$ cat src/rtl/i2c_byte3_master_pkg.sv
`default_nettype none
// i2c_byte3_master_pkg: state encoding, slot indices and pad-drive helper for the
// three-byte I2C write engine. Rev 1.0
package i2c_byte3_master_pkg;

  typedef enum logic [2:0] {
    ST_IDLE  = 3'd0,
    ST_START = 3'd1,
    ST_BITS  = 3'd2,
    ST_STOP  = 3'd3,
    ST_DONE  = 3'd4
  } state_e;

  localparam logic [4:0] ACK_SLOT_0 = 5'd8;
  localparam logic [4:0] ACK_SLOT_1 = 5'd17;
  localparam logic [4:0] ACK_SLOT_2 = 5'd26;
  localparam logic [4:0] BITS_LAST  = 5'd26;

  localparam logic [7:0] AUDIO_ADDR = 8'h34;
  localparam logic [7:0] VIDEO_ADDR = 8'h40;

  function automatic logic is_ack_slot(input logic [4:0] slot);
    return (slot == ACK_SLOT_0) || (slot == ACK_SLOT_1) || (slot == ACK_SLOT_2);
  endfunction

  // Returns {scl, sda_oe}; SDA only moves while SCL is low except START p1 / STOP p2.
  function automatic logic [1:0] pad_drive(input state_e st, input logic [1:0] phase,
                                           input logic dbit, input logic ack);
    logic [1:0] r;
    r = 2'b10;
    case (st)
      ST_START: r = (phase == 2'd0) ? 2'b10 : (phase == 2'd1) ? 2'b11 : 2'b01;
      ST_BITS:  r = {(phase == 2'd1) || (phase == 2'd2), ~ack & ~dbit};
      ST_STOP:  r = (phase == 2'd0) ? 2'b01 : (phase == 2'd1) ? 2'b11 : 2'b10;
      default:  r = 2'b10;
    endcase
    return r;
  endfunction

endpackage
`default_nettype wire

$ cat src/rtl/i2c_byte3_master_if.sv
`default_nettype none
// i2c_byte3_master_if: sequencer handshake plus SCL/SDA pad signals. Rev 1.0
interface i2c_byte3_master_if;
  logic [23:0] i2c_data;
  logic        go;
  logic        ready;
  logic        mend;
  logic        mack;
  logic        i2c_sclk;
  logic        sda_oe;
  logic        sda_in;

  modport master (
    input  i2c_data, go, sda_in,
    output ready, mend, mack, i2c_sclk, sda_oe
  );

  modport slave (
    output i2c_data, go, sda_in,
    input  ready, mend, mack, i2c_sclk, sda_oe
  );
endinterface
`default_nettype wire

$ cat src/rtl/i2c_byte3_master_phase_gen.sv
`default_nettype none
// i2c_byte3_master_phase_gen: CLK_DIV divider feeding a 2-bit quarter-bit phase counter.
// Rev 1.0
module i2c_byte3_master_phase_gen #(
  parameter int CLK_DIV = 125
) (
  input  wire logic       clk,
  input  wire logic       reset,
  input  wire logic       en_i,
  input  wire logic       clr_i,
  output logic            tick_o,
  output logic            first_o,
  output logic [1:0]      phase_o
);

  localparam int             DW       = (CLK_DIV > 2) ? $clog2(CLK_DIV) : 1;
  localparam logic [DW-1:0]  DIV_LAST = DW'(CLK_DIV - 1);

  logic [DW-1:0] div_q;
  logic [1:0]    phase_q;

  assign tick_o  = en_i && (div_q == DIV_LAST);
  assign first_o = (div_q == '0);
  assign phase_o = phase_q;

  always_ff @(posedge clk or negedge reset) begin
    if (!reset) begin
      div_q   <= '0;
      phase_q <= 2'd0;
    end else if (clr_i) begin
      div_q   <= '0;
      phase_q <= 2'd0;
    end else if (en_i) begin
      if (div_q == DIV_LAST) begin
        div_q   <= '0;
        phase_q <= phase_q + 2'd1;
      end else begin
        div_q   <= div_q + DW'(1);
      end
    end
  end

endmodule
`default_nettype wire

$ cat src/rtl/i2c_byte3_master.sv
`default_nettype none
// i2c_byte3_master: serialises one {slave, reg, data} word as START, 3 bytes + ACK, STOP.
// Rev 1.0
module i2c_byte3_master
  import i2c_byte3_master_pkg::*;
#(
  parameter int CLK_DIV = 125
) (
  input  wire logic          clk,
  input  wire logic          reset,
  i2c_byte3_master_if.master bus
);

  state_e      state_q;
  logic [23:0] shift_q;
  logic [4:0]  bit_cnt_q;
  logic        ack_err_q;
  logic        ready_q;
  logic        mend_q;
  logic        mack_q;
  logic        scl_q;
  logic        sda_oe_q;

  logic        ph_en;
  logic        ph_tick;
  logic        ph_first;
  logic [1:0]  ph_phase;
  logic        in_ack;
  logic        slot_end;

  assign ph_en    = (state_q == ST_START) || (state_q == ST_BITS) || (state_q == ST_STOP);
  assign in_ack   = is_ack_slot(bit_cnt_q);
  assign slot_end = ph_tick && (ph_phase == 2'd3);

  i2c_byte3_master_phase_gen #(.CLK_DIV(CLK_DIV)) u_phase_gen (
    .clk     (clk),
    .reset   (reset),
    .en_i    (ph_en),
    .clr_i   (~ph_en),
    .tick_o  (ph_tick),
    .first_o (ph_first),
    .phase_o (ph_phase)
  );

  // Pads are registered from the current state/phase, so the bus trails the FSM by one clk.
  always_ff @(posedge clk or negedge reset) begin
    if (!reset) begin
      state_q   <= ST_IDLE;
      shift_q   <= '0;
      bit_cnt_q <= '0;
      ack_err_q <= 1'b0;
      ready_q   <= 1'b1;
      mend_q    <= 1'b0;
      mack_q    <= 1'b0;
      scl_q     <= 1'b1;
      sda_oe_q  <= 1'b0;
    end else begin
      {scl_q, sda_oe_q} <= pad_drive(state_q, ph_phase, shift_q[23], in_ack);
      case (state_q)
        ST_IDLE: begin
          if (bus.go) begin
            shift_q   <= bus.i2c_data;
            bit_cnt_q <= '0;
            ack_err_q <= 1'b0;
            ready_q   <= 1'b0;
            state_q   <= ST_START;
          end
        end
        ST_START: begin
          if (slot_end) state_q <= ST_BITS;
        end
        ST_BITS: begin
          if (in_ack && ph_first && (ph_phase == 2'd2) && bus.sda_in) ack_err_q <= 1'b1;
          if (slot_end) begin
            if (!in_ack) shift_q <= {shift_q[22:0], 1'b0};
            if (bit_cnt_q == BITS_LAST) state_q <= ST_STOP;
            else                        bit_cnt_q <= bit_cnt_q + 5'd1;
          end
        end
        ST_STOP: begin
          if (slot_end) state_q <= ST_DONE;
        end
        ST_DONE: begin
          // First DONE clk raises mend unconditionally, giving at least a 1-clk pulse.
          if (!mend_q) begin
            mend_q <= 1'b1;
            mack_q <= ~ack_err_q;
          end else if (!bus.go) begin
            mend_q  <= 1'b0;
            mack_q  <= 1'b0;
            ready_q <= 1'b1;
            state_q <= ST_IDLE;
          end
        end
        default: state_q <= ST_IDLE;
      endcase
    end
  end

  assign bus.ready    = ready_q;
  assign bus.mend     = mend_q;
  assign bus.mack     = mack_q;
  assign bus.i2c_sclk = scl_q;
  assign bus.sda_oe   = sda_oe_q;

endmodule
`default_nettype wire
$ cat src/flat_wrapper.sv
// flat-port wrapper written by rule: the top's interface ports become plain ports
module i2c_byte3_master_flat import i2c_byte3_master_pkg::*;
#(
  parameter int CLK_DIV = 125
)
  (clk, reset, bus_i2c_data, bus_go, bus_sda_in, bus_ready, bus_mend, bus_mack, bus_i2c_sclk, bus_sda_oe);
  i2c_byte3_master_if bus_i ();
  input  wire logic clk;
  input  wire logic reset;
  input wire logic [$bits(bus_i.i2c_data)-1:0] bus_i2c_data;
  input wire logic [$bits(bus_i.go)-1:0] bus_go;
  input wire logic [$bits(bus_i.sda_in)-1:0] bus_sda_in;
  output wire logic [$bits(bus_i.ready)-1:0] bus_ready;
  output wire logic [$bits(bus_i.mend)-1:0] bus_mend;
  output wire logic [$bits(bus_i.mack)-1:0] bus_mack;
  output wire logic [$bits(bus_i.i2c_sclk)-1:0] bus_i2c_sclk;
  output wire logic [$bits(bus_i.sda_oe)-1:0] bus_sda_oe;
  assign bus_i.i2c_data = bus_i2c_data;
  assign bus_i.go = bus_go;
  assign bus_i.sda_in = bus_sda_in;
  assign bus_ready = bus_i.ready;
  assign bus_mend = bus_i.mend;
  assign bus_mack = bus_i.mack;
  assign bus_i2c_sclk = bus_i.i2c_sclk;
  assign bus_sda_oe = bus_i.sda_oe;
  i2c_byte3_master #(.CLK_DIV(CLK_DIV)) u_core (.clk(clk), .reset(reset), .bus(bus_i));
endmodule
$ cat config.mk
export PLATFORM = sky130hd
export DESIGN_NAME = i2c_byte3_master_flat
export DESIGN_NICKNAME = d
export VERILOG_FILES = /design/src/rtl/i2c_byte3_master_pkg.sv /design/src/rtl/i2c_byte3_master_if.sv /design/src/rtl/i2c_byte3_master_phase_gen.sv /design/src/rtl/i2c_byte3_master.sv /design/src/flat_wrapper.sv
export SDC_FILE = /design/constraint.sdc
export NUM_CORES = 1
export LEC_CHECK = 0
export BUFFER_PORTS_ARGS = -buffer_cell sky130_fd_sc_hd__clkbuf_2
export CAP_MARGIN = 40
export CELL_PAD_IN_SITES_DETAIL_PLACEMENT = 1
export CELL_PAD_IN_SITES_GLOBAL_PLACEMENT = 1
export CORE_UTILIZATION = 45
export CTS_BUF_LIST = sky130_fd_sc_hd__clkbuf_16
export CTS_CLUSTER_SIZE = 8
export DETAILED_ROUTE_END_ITERATION = 10
export GPL_TIMING_DRIVEN = 0
export PLACE_DENSITY_LB_ADDON = 0.05
export REMOVE_ABC_BUFFERS = 1
export SYNTH_ARGS = -nofsm -noshare
export SYNTH_HDL_FRONTEND = slang
export SYNTH_SLANG_ARGS = --single-unit
$ cat constraint.sdc
create_clock -name clk -period 3.5 [get_ports clk]
set_input_delay 0.7 -clock clk [delete_from_list [all_inputs] [get_ports clk]]
set_output_delay 0.7 -clock clk [all_outputs]
set_load 0.1 [all_outputs]
# Word-level counts from Yosys, hierarchy flattened
# Index checks and enable logic that the tools add are counted.
[classes] n_addsub=3 n_mul=0 n_div=0 n_lt_le_gt_ge=0 eq_ne=23 n_shift=0 muxes=35 bitwise=4 n_reduce_logical=21
[op_table] op="$mux 24" n=3
[op_table] op="$pmux 24 s2" n=1
[op_table] op="$mux 3" n=7
[op_table] op="$mux 5" n=3
[op_table] op="$pmux 3 s5" n=1
[op_table] op="$mux 7" n=2
[op_table] op="$ne 2x2->1 const B" n=7
[op_table] op="$reduce_and 4->1" n=3
[op_table] op="$eq 5x5->1 const B" n=2
[op_table] op="$mux 2" n=5
[op_table] op="$ne 2x1->1 const B" n=5
[op_table] op="$pmux 5 s2" n=1
[op_table] op="$mux 1" n=9
[op_table] op="$add 7x1->7 const B" n=1
[op_table] op="$eq 7x7->1 const B" n=1
[op_table] op="$logic_not 7->1" n=1
[op_table] op="$reduce_and 7->1" n=1
[op_table] op="$eq 3x2->1 const B" n=2
[op_table] op="$pmux 2 s3" n=1
[op_table] op="$add 5x1->5 const B" n=1
[op_table] op="$eq 5x4->1 const B" n=1
[op_table] op="$logic_and 1x1->1" n=5
[op_table] op="$logic_or 1x1->1" n=5
[op_table] op="$eq 2x2->1 const B" n=2
[op_table] op="other kinds (12)" n=16
[word_totals] regBits=47 latchBits=0 ram_bits=0 romBits=0 in_bits=28 output_inout_bits=5 elab_cells=97 mem_count=0

# Logic depth before layout (Yosys ltp)
# Gate-level depths: netlist (run 1).
[logic_depth] ltp_word=8 mapped_depth=7 ltp_nobuf=6

# Cells and area by module
# A second synthesis (run 1) with hierarchy kept.
[unflattened] cells_unflattened=224 area_unflattened_um2=2656.3
[by_module_without_submodules] module="i2c_byte3_master" instances=1 cells_per_inst=173 area_each_um2=2143.3 seq_area_each_um2=953.4
[by_module_without_submodules] module="i2c_byte3_master_phase_gen" instances=1 cells_per_inst=51 area_each_um2=513.0 seq_area_each_um2=225.2

# Least setup slack after synthesis (run 1)
# Ideal clock, no wire load.
[synth_timing] kind="in2reg" startpoint="input port bus_go" endpoint="register u_core.shift_q[10]" setup_time_ns=0.074 arrival_ns=1.679 required_time_ns=3.426 setup_slack_ns=1.747 stages=5 n_path_buf=1 cell_sequence="nor4b_4 a31oi_4 or2_4 buf_6 o21ai_2"
[synth_between] elab_chain_len=2
[synth_lines] item="from (decl)" line="flat_wrapper.sv:11" source="input wire logic [$bits(bus_i.go)-1:0] bus_go;"
[synth_lines] item="$ne 2x2->1 (no source line)"
[synth_lines] item="$reduce_and 4->1 (no source line)"
[synth_lines] item="to (signal assigned)" line="i2c_byte3_master.sv:62" source="shift_q <= bus.i2c_data;"
[synth_lines] item="to (signal assigned)" line="i2c_byte3_master.sv:75" source="if (!in_ack) shift_q <= {shift_q[22:0], 1'b0};"
[synth_lines] item="to (decl)" line="i2c_byte3_master.sv:15" source="logic [23:0] shift_q;"
# Every way passes these cells.
# A chain may end at the register's enable or synchronous reset.

# Final worst setup path (run 1)
[layout_timing] startpoint="register u_core.bit_cnt_q[0]" endpoint="register u_core.shift_q[1]"
[layout_between] elab_chain_len=5 elab_cells_between_ends=7 cone_classes="eq/ne (4); reduce/logical (3)"
[layout_lines] item="from (decl)" line="i2c_byte3_master.sv:16" source="logic [4:0] bit_cnt_q;"
[layout_lines] item="from (signal assigned)" line="i2c_byte3_master.sv:77" source="else bit_cnt_q <= bit_cnt_q + 5'd1;"
[layout_lines] item="$eq 5x4->1 / $eq 5x5->1 (equally long branches)" line="i2c_byte3_master_pkg.sv:23" source="return (slot == ACK_SLOT_0) || (slot == ACK_SLOT_1) || (slot == ACK_SLOT_2);"
[layout_lines] item="$logic_or 1x1->1" line="i2c_byte3_master_pkg.sv:23"
[layout_lines] item="$logic_or 1x1->1 (*)" line="i2c_byte3_master_pkg.sv:23"
[layout_lines] item="$ne 2x2->1 (no source line) (*)"
[layout_lines] item="$reduce_and 4->1 (no source line) (*)"
# Every way passes the cells marked *; elsewhere a longest branch is shown, timed or not.

==> flow_metrics.env, run 1 <==
export IMPL_port_buffers=32
export IMPL_dr_pass1_iters=4
export IMPL_critical_path_required_ps=3660
export IMPL_setup_viol=0
export IMPL_post_cts_buffers=0
export IMPL_vias=1914
export IMPL_fmax_ghz=0.397
export IMPL_hpwl_mm=4.05
export IMPL_grt_pass1_vias=2006
export IMPL_drt_wirelength_per_cell_um=16.2
export IMPL_final_max_slew_viol_count=0
export IMPL_grt_max_degree=27
export IMPL_hold_buffers=0
export IMPL_syn_mean_instance_area_um2=10.8
export IMPL_status="completed"
export IMPL_clock_sink_count=47
export IMPL_grt_pass1_wl_mm=9.94
export IMPL_drt_first_iter_violations=82
export IMPL_overflow=0
export IMPL_worstHoldPathType="input port to async pin"
export IMPL_syn_inst=243
export IMPL_whs_ps=338
export IMPL_clk_latency_ps=290
export IMPL_num_antenna_cells=0
export IMPL_tightest_slew_ps=684
export IMPL_start_util_pct=47.0
export IMPL_final_cells=346
export IMPL_crit_arrival_ps=2680
export IMPL_rrSetupSlack_ps=980
export IMPL_critPathKind="flip-flop to flip-flop"
export IMPL_ios=33
export IMPL_final_cell_area_mm2=0.00304
export IMPL_rows=27
export IMPL_cts_made_buffers=5
export IMPL_drc=0
export IMPL_final_hold_viol_count=0
export IMPL_leakage_nw=1.28
export IMPL_final_setup_tns_ps=0
export IMPL_grt_setup_unrepaired="no"
export IMPL_fill_cells=619
export IMPL_yosys_warnings=0
export IMPL_netlist_area_mm2=0.00262
export IMPL_ys_ff_latch=47
export IMPL_chipWidth_um=78.3
export IMPL_peakVddDrop_uv=221
export IMPL_areaGrowthSynthToFinish_pct=16.1
export IMPL_antenna_found_initial=0
export IMPL_cts_resized=0
export IMPL_fin_worst_skew_ps=6.55
export IMPL_use_met3_pct=3.60
export IMPL_coreArea_mm2=0.00557
export IMPL_multiInputGateArea_mm2=0.00131
export IMPL_cp_max_fo=24
export IMPL_start_kind="flip-flop"
export IMPL_dieHeight_um=78.3
export IMPL_min_period_ps=2520
export IMPL_root_buffer="clkbuf_16"
export IMPL_routabilityCongestion=0.743
export IMPL_ys_types=44
export IMPL_clk_pin_slew_ps=70
export IMPL_maxCapViolCount=0
export IMPL_dieArea_mm2=0.00613
export IMPL_grt_busiest_layer="met2"
export IMPL_powerDensity_mw_per_mm2=494
export IMPL_gr_usage_met2_pct=34.3
export IMPL_wl_mm=5.59
export IMPL_dp_cells=338
export IMPL_ys_seq_area_share_pct=45.0
export IMPL_routed_via_density=5.53
export IMPL_cts_tree="built"
export IMPL_ant_nets=0
export IMPL_regArea_mm2=0.00118
export IMPL_cts_buffer_depth=2
export IMPL_htreeDepth=2
export IMPL_dpl_cell_area_mm2=0.00288
export IMPL_max_slew_margin_pct=54.4
export IMPL_fin_nets=311
export IMPL_grt_use_met1_pct=28.6
export IMPL_grt_use_total_pct=20.9
export IMPL_period_share_pct=72.0
export IMPL_drive_above_1_share_pct=27.7
export IMPL_cp_end_kind="flip-flop"
-- per-layer routing --
metal / share of wire [%] / vias to the layer above
met1: 49 / 949
li1: - / 938
met3: 2.5 / 5
met4: 1.0 / 0
met2: 48 / 22
met5: 0 / -
-- Yosys cell counts, drive strengths merged --
master	n	area [µm²]
a211oi	1	7.51
nor2	13	48.8
and2	2	15.0
a31oi	1	21.3
and4	2	17.5
a21o	1	7.51
nor4b	1	23.8
buf	8	73.8
o32ai	1	8.76
nor3b	2	20.0
nand4	3	18.8
dfstp	2	52.6
o31a	1	8.76
ha	10	125
nand2b	1	6.26
or2	2	15.0
nor2b	1	6.26
nor4	4	25.0
xor2	4	35.0
nand2	5	18.8
inv	11	41.3
and4b	2	20.0
or3	1	6.26
nor3	5	25.0
clkbuf	6	22.5
a221oi	1	8.76
dfrtp	45	1130
o21ai	53	340
nand3b	2	15.0
nand3	7	35.0
mux2	1	11.3
a2111oi	1	27.5
and3	2	12.5
or3b	1	11.3
a21oi	6	30.0
o22ai	1	6.26
a32o	2	20.0
xnor2	5	43.8
mux2i	26	260
-- logic make-up (layout without fill, tap and decap cells) --
logic type | Yosys count | in the layout | synth area share [%]
muxes | 27 | 27 | 10.4
adders and majority gates | 10 | 10 | 4.78
xor gates and xnor gates | 9 | 9 | 3.01
buffers and inverters | 25 | 56 | 5.26
and+or+nand+nor | 56 | 56 | 13.0
AOI/OAI and AO/OA | 69 | 69 | 18.6
DFF | 47 | 47 | 45.0
-- final timing paths --
| path | cells after the start | endpoint | from |
|---|---|---|---|
| worst max-delay path | 7 | u_core.shift_q[1]$_DFFE_PN0P_ | u_core.bit_cnt_q[0]$_DFFE_PN0P_ |
| min in group clk | 2 | u_core.bus.ready$_DFFE_PN1P_ | u_core.bus.ready$_DFFE_PN1P_ |
| worst min register to register | 2 | u_core.bus.ready$_DFFE_PN1P_ | u_core.bus.ready$_DFFE_PN1P_ |
| max in group asynchronous | 3 | u_core.u_phase_gen.div_q[6]$_DFF_PN0_ | reset |
| worst max register to register | 7 | u_core.shift_q[1]$_DFFE_PN0P_ | u_core.bit_cnt_q[0]$_DFFE_PN0P_ |
| worst min-delay path | 1 | u_core.shift_q[12]$_DFFE_PN0P_ | reset |
-- layout by cell type (no fill, tap or decap), drive strengths merged, types with 2 or more instances in the layout --
cell and instances:
nor4 4, or2 2, and4b 2, nor3b 2, and4 2, nor3 5
inv 11, nand3 7, clkinv 2, nand3b 2, xor2 4, ha 10
and2 2, o21ai 53, dfrtp 45, dfstp 2, a32o 2, and3 2
nand2 5, xnor2 5, clkbuf 37, a21oi 6, nor2 13, buf 5
mux2i 26, nand4 3
-- sequential cells by signal, indices dropped and copies added, names as in the netlist --
| signal | count |
|---|---|
| u_core.shift_q | 24 |
| u_core.u_phase_gen.div_q | 7 |
| u_core.bit_cnt_q | 5 |
| u_core.state_q | 3 |
| u_core.u_phase_gen.phase_o | 2 |
| u_core.ack_err_q | 1 |
| u_core.bus.i2c_sclk | 1 |
| u_core.bus.mack | 1 |
| u_core.bus.mend | 1 |
| u_core.bus.ready | 1 |
| u_core.bus.sda_oe | 1 |
-- through the flow --
step / power, mW / worst slack [ps] / utilization [%]
global placement: 0.959 / -1060 / 49.7
CTS: 1.51 / 939 / 54.5
floorplan: 0.889 / 134 / -
detailed placement: 0.981 / 927 / 51.6
global route: 1.58 / 757 / 54.5
finish: 1.50 / 979 / 54.5
-- power by group --
group | total [mW] | switching [mW] | leakage, nW | internal, mW
clock | 0.535 | 0.202 | 0.0812 | 0.333
sequential | 0.708 | 0.0792 | 0.581 | 0.629
combinational | 0.258 | 0.146 | 0.620 | 0.112
-- cell type report --
class                   count  share of cell area [%]
clock buffers               5                    4.12
inverters                  11                    1.36
clock inverters             3                    1.28
multi-input cells         171                    43.1
well taps                  72                    2.96
flip-flops and latches     47                    38.8
repair buffers             37                    8.44
-- worst max-delay path, stage by stage, from the launching register on --
cell and delay, ps:
dfrtp_1 450, inv_1 110, ha_1 170, mux2i_1 130
a2111oi_4 690, buf_6 260, or2_4 400, o21ai_0 160
No activity file was read; power rests on OpenSTA's default activity.
==> inputs of run 2 (changes only) <==
==> constraint.sdc (replaced) <==
create_clock -name clk -period 2.6 [get_ports clk]
set_input_delay 0.52 -clock clk [delete_from_list [all_inputs] [get_ports clk]]
set_output_delay 0.52 -clock clk [all_outputs]
set_load 0.1 [all_outputs]
==> run 2 against run 1 <==
First-iteration DRC count shrank 15%. Non-clock buffer count grew 2. Global-route usage is the same. Utilization grew 0.27 points. Clock skew shrank 2.1 ps. Largest power group unchanged.
==> flow_metrics.env, run 2 (synthesis gave the netlist of run 1 again) <==
export IMPL_status="completed"
export IMPL_fmax_ghz=0.427
export IMPL_tightest_slew_ps=690
export IMPL_dp_cells=338
export IMPL_powerDensity_mw_per_mm2=663
export IMPL_ios=33
export IMPL_multiInputGateArea_mm2=0.00131
export IMPL_grt_pass1_wl_mm=9.94
export IMPL_leakage_nw=1.29
export IMPL_routabilityCongestion=0.743
export IMPL_post_cts_buffers=0
export IMPL_cts_tree="built"
export IMPL_coreArea_mm2=0.00557
export IMPL_crit_slowest_cell="a31oi_4"
export IMPL_final_max_slew_viol_count=0
export IMPL_ant_nets=0
export IMPL_antenna_found_initial=0
export IMPL_critPathMaxStageDelay_ps=610
export IMPL_maxCapViolCount=0
export IMPL_routed_via_density=5.49
export IMPL_reg_largest_list="u_core.shift_q x24, u_core.u_phase_gen.div_q x7, u_core.bit_cnt_q x5"
export IMPL_cts_buffer_depth=2
export IMPL_critical_path_required_ps=2750
export IMPL_final_cell_mix="45 x dfrtp_1, 33 x o21ai_0, 32 x clkbuf_2, 26 x mux2i_1, 20 x o21ai_2"
export IMPL_top_register="u_core.shift_q"
export IMPL_cp_max_fo=26
export IMPL_drc=0
export IMPL_critical_path_top_delay_family="compound AO/OA/AOI/OAI gates"
export IMPL_htreeDepth=2
export IMPL_port_buffers=32
export IMPL_whs_ps=160
export IMPL_grt_max_degree=27
export IMPL_path_cells="inv_1 -> ha_1 -> and3_1 -> a31oi_4 -> or2_4 -> o21ai_0"
export IMPL_setup_viol=0
export IMPL_largest_reg_flops=24
export IMPL_cts_made_buffers=5
export IMPL_peakVddDrop_uv=299
export IMPL_num_antenna_cells=0
export IMPL_period_share_pct=90.2
export IMPL_final_setup_tns_ps=0
export IMPL_critPathBufInv=1
export IMPL_rows=27
export IMPL_dieHeight_um=78.3
export IMPL_hpwl_mm=4.05
export IMPL_vias=1911
export IMPL_areaGrowthSynthToFinish_pct=16.6
export IMPL_drt_wirelength_per_cell_um=16.3
export IMPL_root_buffer="clkbuf_16"
export IMPL_chipWidth_um=78.3
export IMPL_grt_pass1_vias=2006
export IMPL_overflow=0
export IMPL_grt_setup_unrepaired="no"
export IMPL_dr_pass1_iters=3
export IMPL_grt_use_total_pct=20.9
export IMPL_final_hold_viol_count=0
export IMPL_fin_worst_skew_ps=4.49
export IMPL_fill_cells=619
export IMPL_final_common_cell="dfrtp_1"
export IMPL_max_slew_margin_pct=54.0
export IMPL_start_util_pct=47.0
export IMPL_place_ws_ps=26.9
export IMPL_fin_nets=313
export IMPL_final_cells=348
export IMPL_hold_buffers=0
export IMPL_dieArea_mm2=0.00613
export IMPL_start_kind="flip-flop"
export IMPL_worstHoldPathType="input port to async pin"
export IMPL_clk_pin_slew_ps=70
export IMPL_cts_resized=0
export IMPL_drt_first_iter_violations=70
export IMPL_min_period_ps=2340
export IMPL_crit_arrival_ps=2500
export IMPL_clk_latency_ps=290
export IMPL_clock_sink_count=47
export IMPL_drive_above_1_share_pct=28.3
export IMPL_cp_end_kind="flip-flop"
export IMPL_critPathKind="flip-flop to flip-flop"
export IMPL_regArea_mm2=0.00118
export IMPL_wl_mm=5.66
export IMPL_worst_slack_ps=256
run 2: layout make-up:
class	instances	area share [%]
clock buffers	5	4.10
clock inverters	3	1.27
inverters	11	1.35
multi-input cells	171	42.9
flip-flops and latches	47	38.6
well taps	72	2.95
repair buffers	39	8.89
run 2: stage by stage:
stage | instance area (µm²) | power, mW | utilization, %
floorplan | 2520 | 1.20 | -
finish | 3050 | 2.02 | 54.8
global placement | 2770 | 1.29 | 49.7
detailed placement | 2880 | 1.32 | 51.6
global route | 3050 | 2.12 | 54.8
CTS | 3040 | 2.03 | 54.5
run 2: worst register-to-register path: cells and delay by family, from the launching register on:
family | cells | cell delay (ps)
DFF | 1 | 410
AOI/OAI and AO/OA | 2 | 790
and+or+nand+nor | 2 | 730
adders and majority gates | 1 | 230
buffers and inverters | 1 | 60
run 2: where the power goes:
group	switching, mW	total (mW)	internal (mW)
Combinational	0.197	0.347	0.151
Clock	0.273	0.721	0.449
Sequential	0.108	0.955	0.847
run 2: final timing paths:
kind                                                            start                                     to  slack, ps  cells past startpoint
min in group clk                         u_core.bus.ready$_DFFE_PN1P_           u_core.bus.ready$_DFFE_PN1P_        480                      2
max in group asynchronous                                       reset  u_core.u_phase_gen.div_q[6]$_DFF_PN0_       1830                      3
worst max-delay path            u_core.u_phase_gen.div_q[0]$_DFF_PN0_          u_core.shift_q[1]$_DFFE_PN0P_        260                      6
worst min-delay path                                            reset         u_core.shift_q[12]$_DFFE_PN0P_        160                      1
worst min register to register           u_core.bus.ready$_DFFE_PN1P_           u_core.bus.ready$_DFFE_PN1P_        480                      2
worst max register to register  u_core.u_phase_gen.div_q[0]$_DFF_PN0_          u_core.shift_q[1]$_DFFE_PN0P_        260                      6
run 2: metal layers:
metal / up-vias / track usage, % / wire length (µm)
met1: 946 / 28.6 / 2810
met2: 21 / 34.3 / 2660
met4: 0 / 5.37 / 57
li1: 939 / - / -
met3: 5 / 3.60 / 143
met5: - / 0 / 0
==> inputs of run 3 (changes only) <==
--- a/config.mk
+++ b/config.mk
@@ -16,6 +16,7 @@
 export GPL_TIMING_DRIVEN = 0
 export PLACE_DENSITY_LB_ADDON = 0.05
 export REMOVE_ABC_BUFFERS = 1
+export SLEW_MARGIN = 20
 export SYNTH_ARGS = -nofsm -noshare
 export SYNTH_HDL_FRONTEND = slang
 export SYNTH_SLANG_ARGS = --single-unit
==> constraint.sdc (replaced) <==
create_clock -name clk -period 2.83 [get_ports clk]
set_input_delay 0.566 -clock clk [delete_from_list [all_inputs] [get_ports clk]]
set_output_delay 0.566 -clock clk [all_outputs]
set_load 0.1 [all_outputs]
==> run 3 against run 2 <==
Clock-buffer cell count did not move. Worst setup slack improved by 160 ps. Die area did not move. Register-to-register slack improved by 160 ps. Critical path type unchanged.
==> flow_metrics.env, run 3 (synthesis gave the netlist of run 1 again) <==
export IMPL_final_hold_viol_count=0
export IMPL_gr_usage_met2_pct=34.7
export IMPL_fill_cells=608
export IMPL_cp_max_fo=24
export IMPL_period_share_pct=85.4
export IMPL_regToRegEndpoint="u_core.shift_q[1]$_DFFE_PN0P_"
export IMPL_final_cell_mix="45 x dfrtp_1, 33 x o21ai_0, 31 x clkbuf_2, 26 x mux2i_1, 20 x o21ai_2"
export IMPL_grt_pass1_vias=1992
export IMPL_fin_worst_skew_ps=3.43
export IMPL_worstRegToRegCells=8
export IMPL_drive_above_1_share_pct=27.1
export IMPL_overflow=0
export IMPL_crit_end="u_core.shift_q[1]$_DFFE_PN0P_"
export IMPL_top_register="u_core.shift_q"
export IMPL_root_buffer="clkbuf_16"
export IMPL_whs_ps=340
export IMPL_dieHeight_um=78.3
export IMPL_coreArea_mm2=0.00557
export IMPL_final_common_cell="dfrtp_1"
export IMPL_cts_tree="built"
export IMPL_clk_latency_ps=280
export IMPL_chipWidth_um=78.3
export IMPL_clk_pin_slew_ps=60
export IMPL_grt_use_total_pct=20.8
export IMPL_cts_buffer_depth=2
export IMPL_peakVddDrop_uv=283
export IMPL_drt_first_iter_violations=72
export IMPL_vias=1923
export IMPL_crit_arrival_ps=2570
export IMPL_rows=27
export IMPL_wl_mm=5.51
export IMPL_drt_wirelength_per_cell_um=16.0
export IMPL_final_util_pct=53.2
export IMPL_grt_pass1_wl_mm=9.92
export IMPL_fin_nets=310
export IMPL_min_period_ps=2420
export IMPL_fmax_ghz=0.414
export IMPL_grt_max_degree=48
export IMPL_critPathKind="flip-flop to flip-flop"
export IMPL_regArea_mm2=0.00118
export IMPL_htreeDepth=2
export IMPL_reg_largest_list="u_core.shift_q x24, u_core.u_phase_gen.div_q x7, u_core.bit_cnt_q x5"
export IMPL_cts_made_buffers=5
export IMPL_final_max_slew_viol_count=0
export IMPL_grt_busiest_layer="met2"
export IMPL_worstHoldPathType="input port to async pin"
export IMPL_setup_viol=0
export IMPL_start_util_pct=47.0
export IMPL_drc=0
export IMPL_cts_resized=0
export IMPL_dr_pass1_iters=4
export IMPL_hpwl_mm=3.85
export IMPL_routabilityCongestion=0.743
export IMPL_ios=33
export IMPL_largest_reg_flops=24
export IMPL_port_buffers=32
export IMPL_maxCapViolCount=0
export IMPL_crit_slowest_cell="a2111oi_4"
export IMPL_critical_path_required_ps=2980
export IMPL_clock_sink_count=47
export IMPL_ant_nets=0
export IMPL_areaGrowthSynthToFinish_pct=13.2
export IMPL_powerDensity_mw_per_mm2=588
export IMPL_max_slew_margin_pct=54.3
export IMPL_multiInputGateArea_mm2=0.00131
export IMPL_antenna_found_initial=0
export IMPL_grt_use_met1_pct=27.9
export IMPL_rr_startpoint="u_core.bit_cnt_q[0]$_DFFE_PN0P_"
export IMPL_status="completed"
export IMPL_critPathMaxStageDelay_ps=480
export IMPL_num_antenna_cells=0
export IMPL_cp_end_kind="flip-flop"
export IMPL_rrSetupSlack_ps=410
export IMPL_use_met3_pct=3.49
export IMPL_startpoint="u_core.bit_cnt_q[0]$_DFFE_PN0P_"
export IMPL_hold_buffers=0
export IMPL_tightest_slew_ps=686
export IMPL_start_kind="flip-flop"
export IMPL_leakage_nw=1.26
export IMPL_post_cts_buffers=0
export IMPL_path_cells="inv_1 -> ha_1 -> mux2i_1 -> a2111oi_4 -> buf_6 -> buf_4 -> or2_4 -> o21ai_0"
export IMPL_grt_setup_unrepaired="no"
export IMPL_routed_via_density=5.57
export IMPL_dieArea_mm2=0.00613
[run 3: per-layer routing]
metal  up-vias  routed length (µm)
met4         0                  63
li1        932                   -
met3         5                 120
met5         -                   0
met1       961                2670
met2        25                2660
[run 3: worst min-delay path by stage]
stage	from	endpoint	cells past startpoint
global placement	u_core.bus.ready$_DFFE_PN1P_	u_core.bus.ready$_DFFE_PN1P_	2
detailed placement	u_core.bus.ready$_DFFE_PN1P_	u_core.bus.ready$_DFFE_PN1P_	2
CTS	reset	u_core.shift_q[12]$_DFFE_PN0P_	1
global route	reset	u_core.shift_q[22]$_DFFE_PN0P_	1
finish	reset	u_core.shift_q[19]$_DFFE_PN0P_	1
floorplan	reset	u_core.ack_err_q$_DFFE_PN0P_	0
[run 3: worst max-delay path: cells and delay by family (launching register included)]
family	cells	cell delay [ps]
AO/OA/AOI/OAI	2	640
flip-flops	1	440
multiplexers	1	130
buffers and inverters	3	490
adder cells (fa/ha/maj)	1	170
AND/OR/NAND/NOR	1	400
[run 3: metrics by stage]
| step | cells | setup TNS, ps | setup slack [ps] | power (mW) | area, µm² |
|---|---|---|---|---|---|
| 2_1_floorplan | 229 | -10400 | -536 | 1.10 | 2520 |
| 3_3_place_gp | 333 | -42180 | -1730 | 1.19 | 2770 |
| 3_5_place_dp | 337 | 0 | 371 | 1.21 | 2830 |
| 4_1_cts | 345 | 0 | 385 | 1.77 | 2960 |
| 5_1_grt | 345 | 0 | 204 | 1.85 | 2960 |
| 6_report | 345 | 0 | 412 | 1.74 | 2960 |
[run 3: final cells by class]
type,instances,share of cell area [%]
Clock inverter,3,0.422
Inverter,11,1.39
Multi-Input combinational cell,171,44.2
Sequential cell,47,39.8
Clock buffer,5,4.22
Tap cell,72,3.04
Timing Repair Buffer,36,7.01
[run 3: where the power goes]
group | internal [mW] | switching, mW | leakage (nW)
clock | 0.319 | 0.234 | 0.0762
combinational | 0.131 | 0.179 | 0.600
sequential | 0.778 | 0.102 | 0.581
total | 1.23 | 0.515 | 1.26
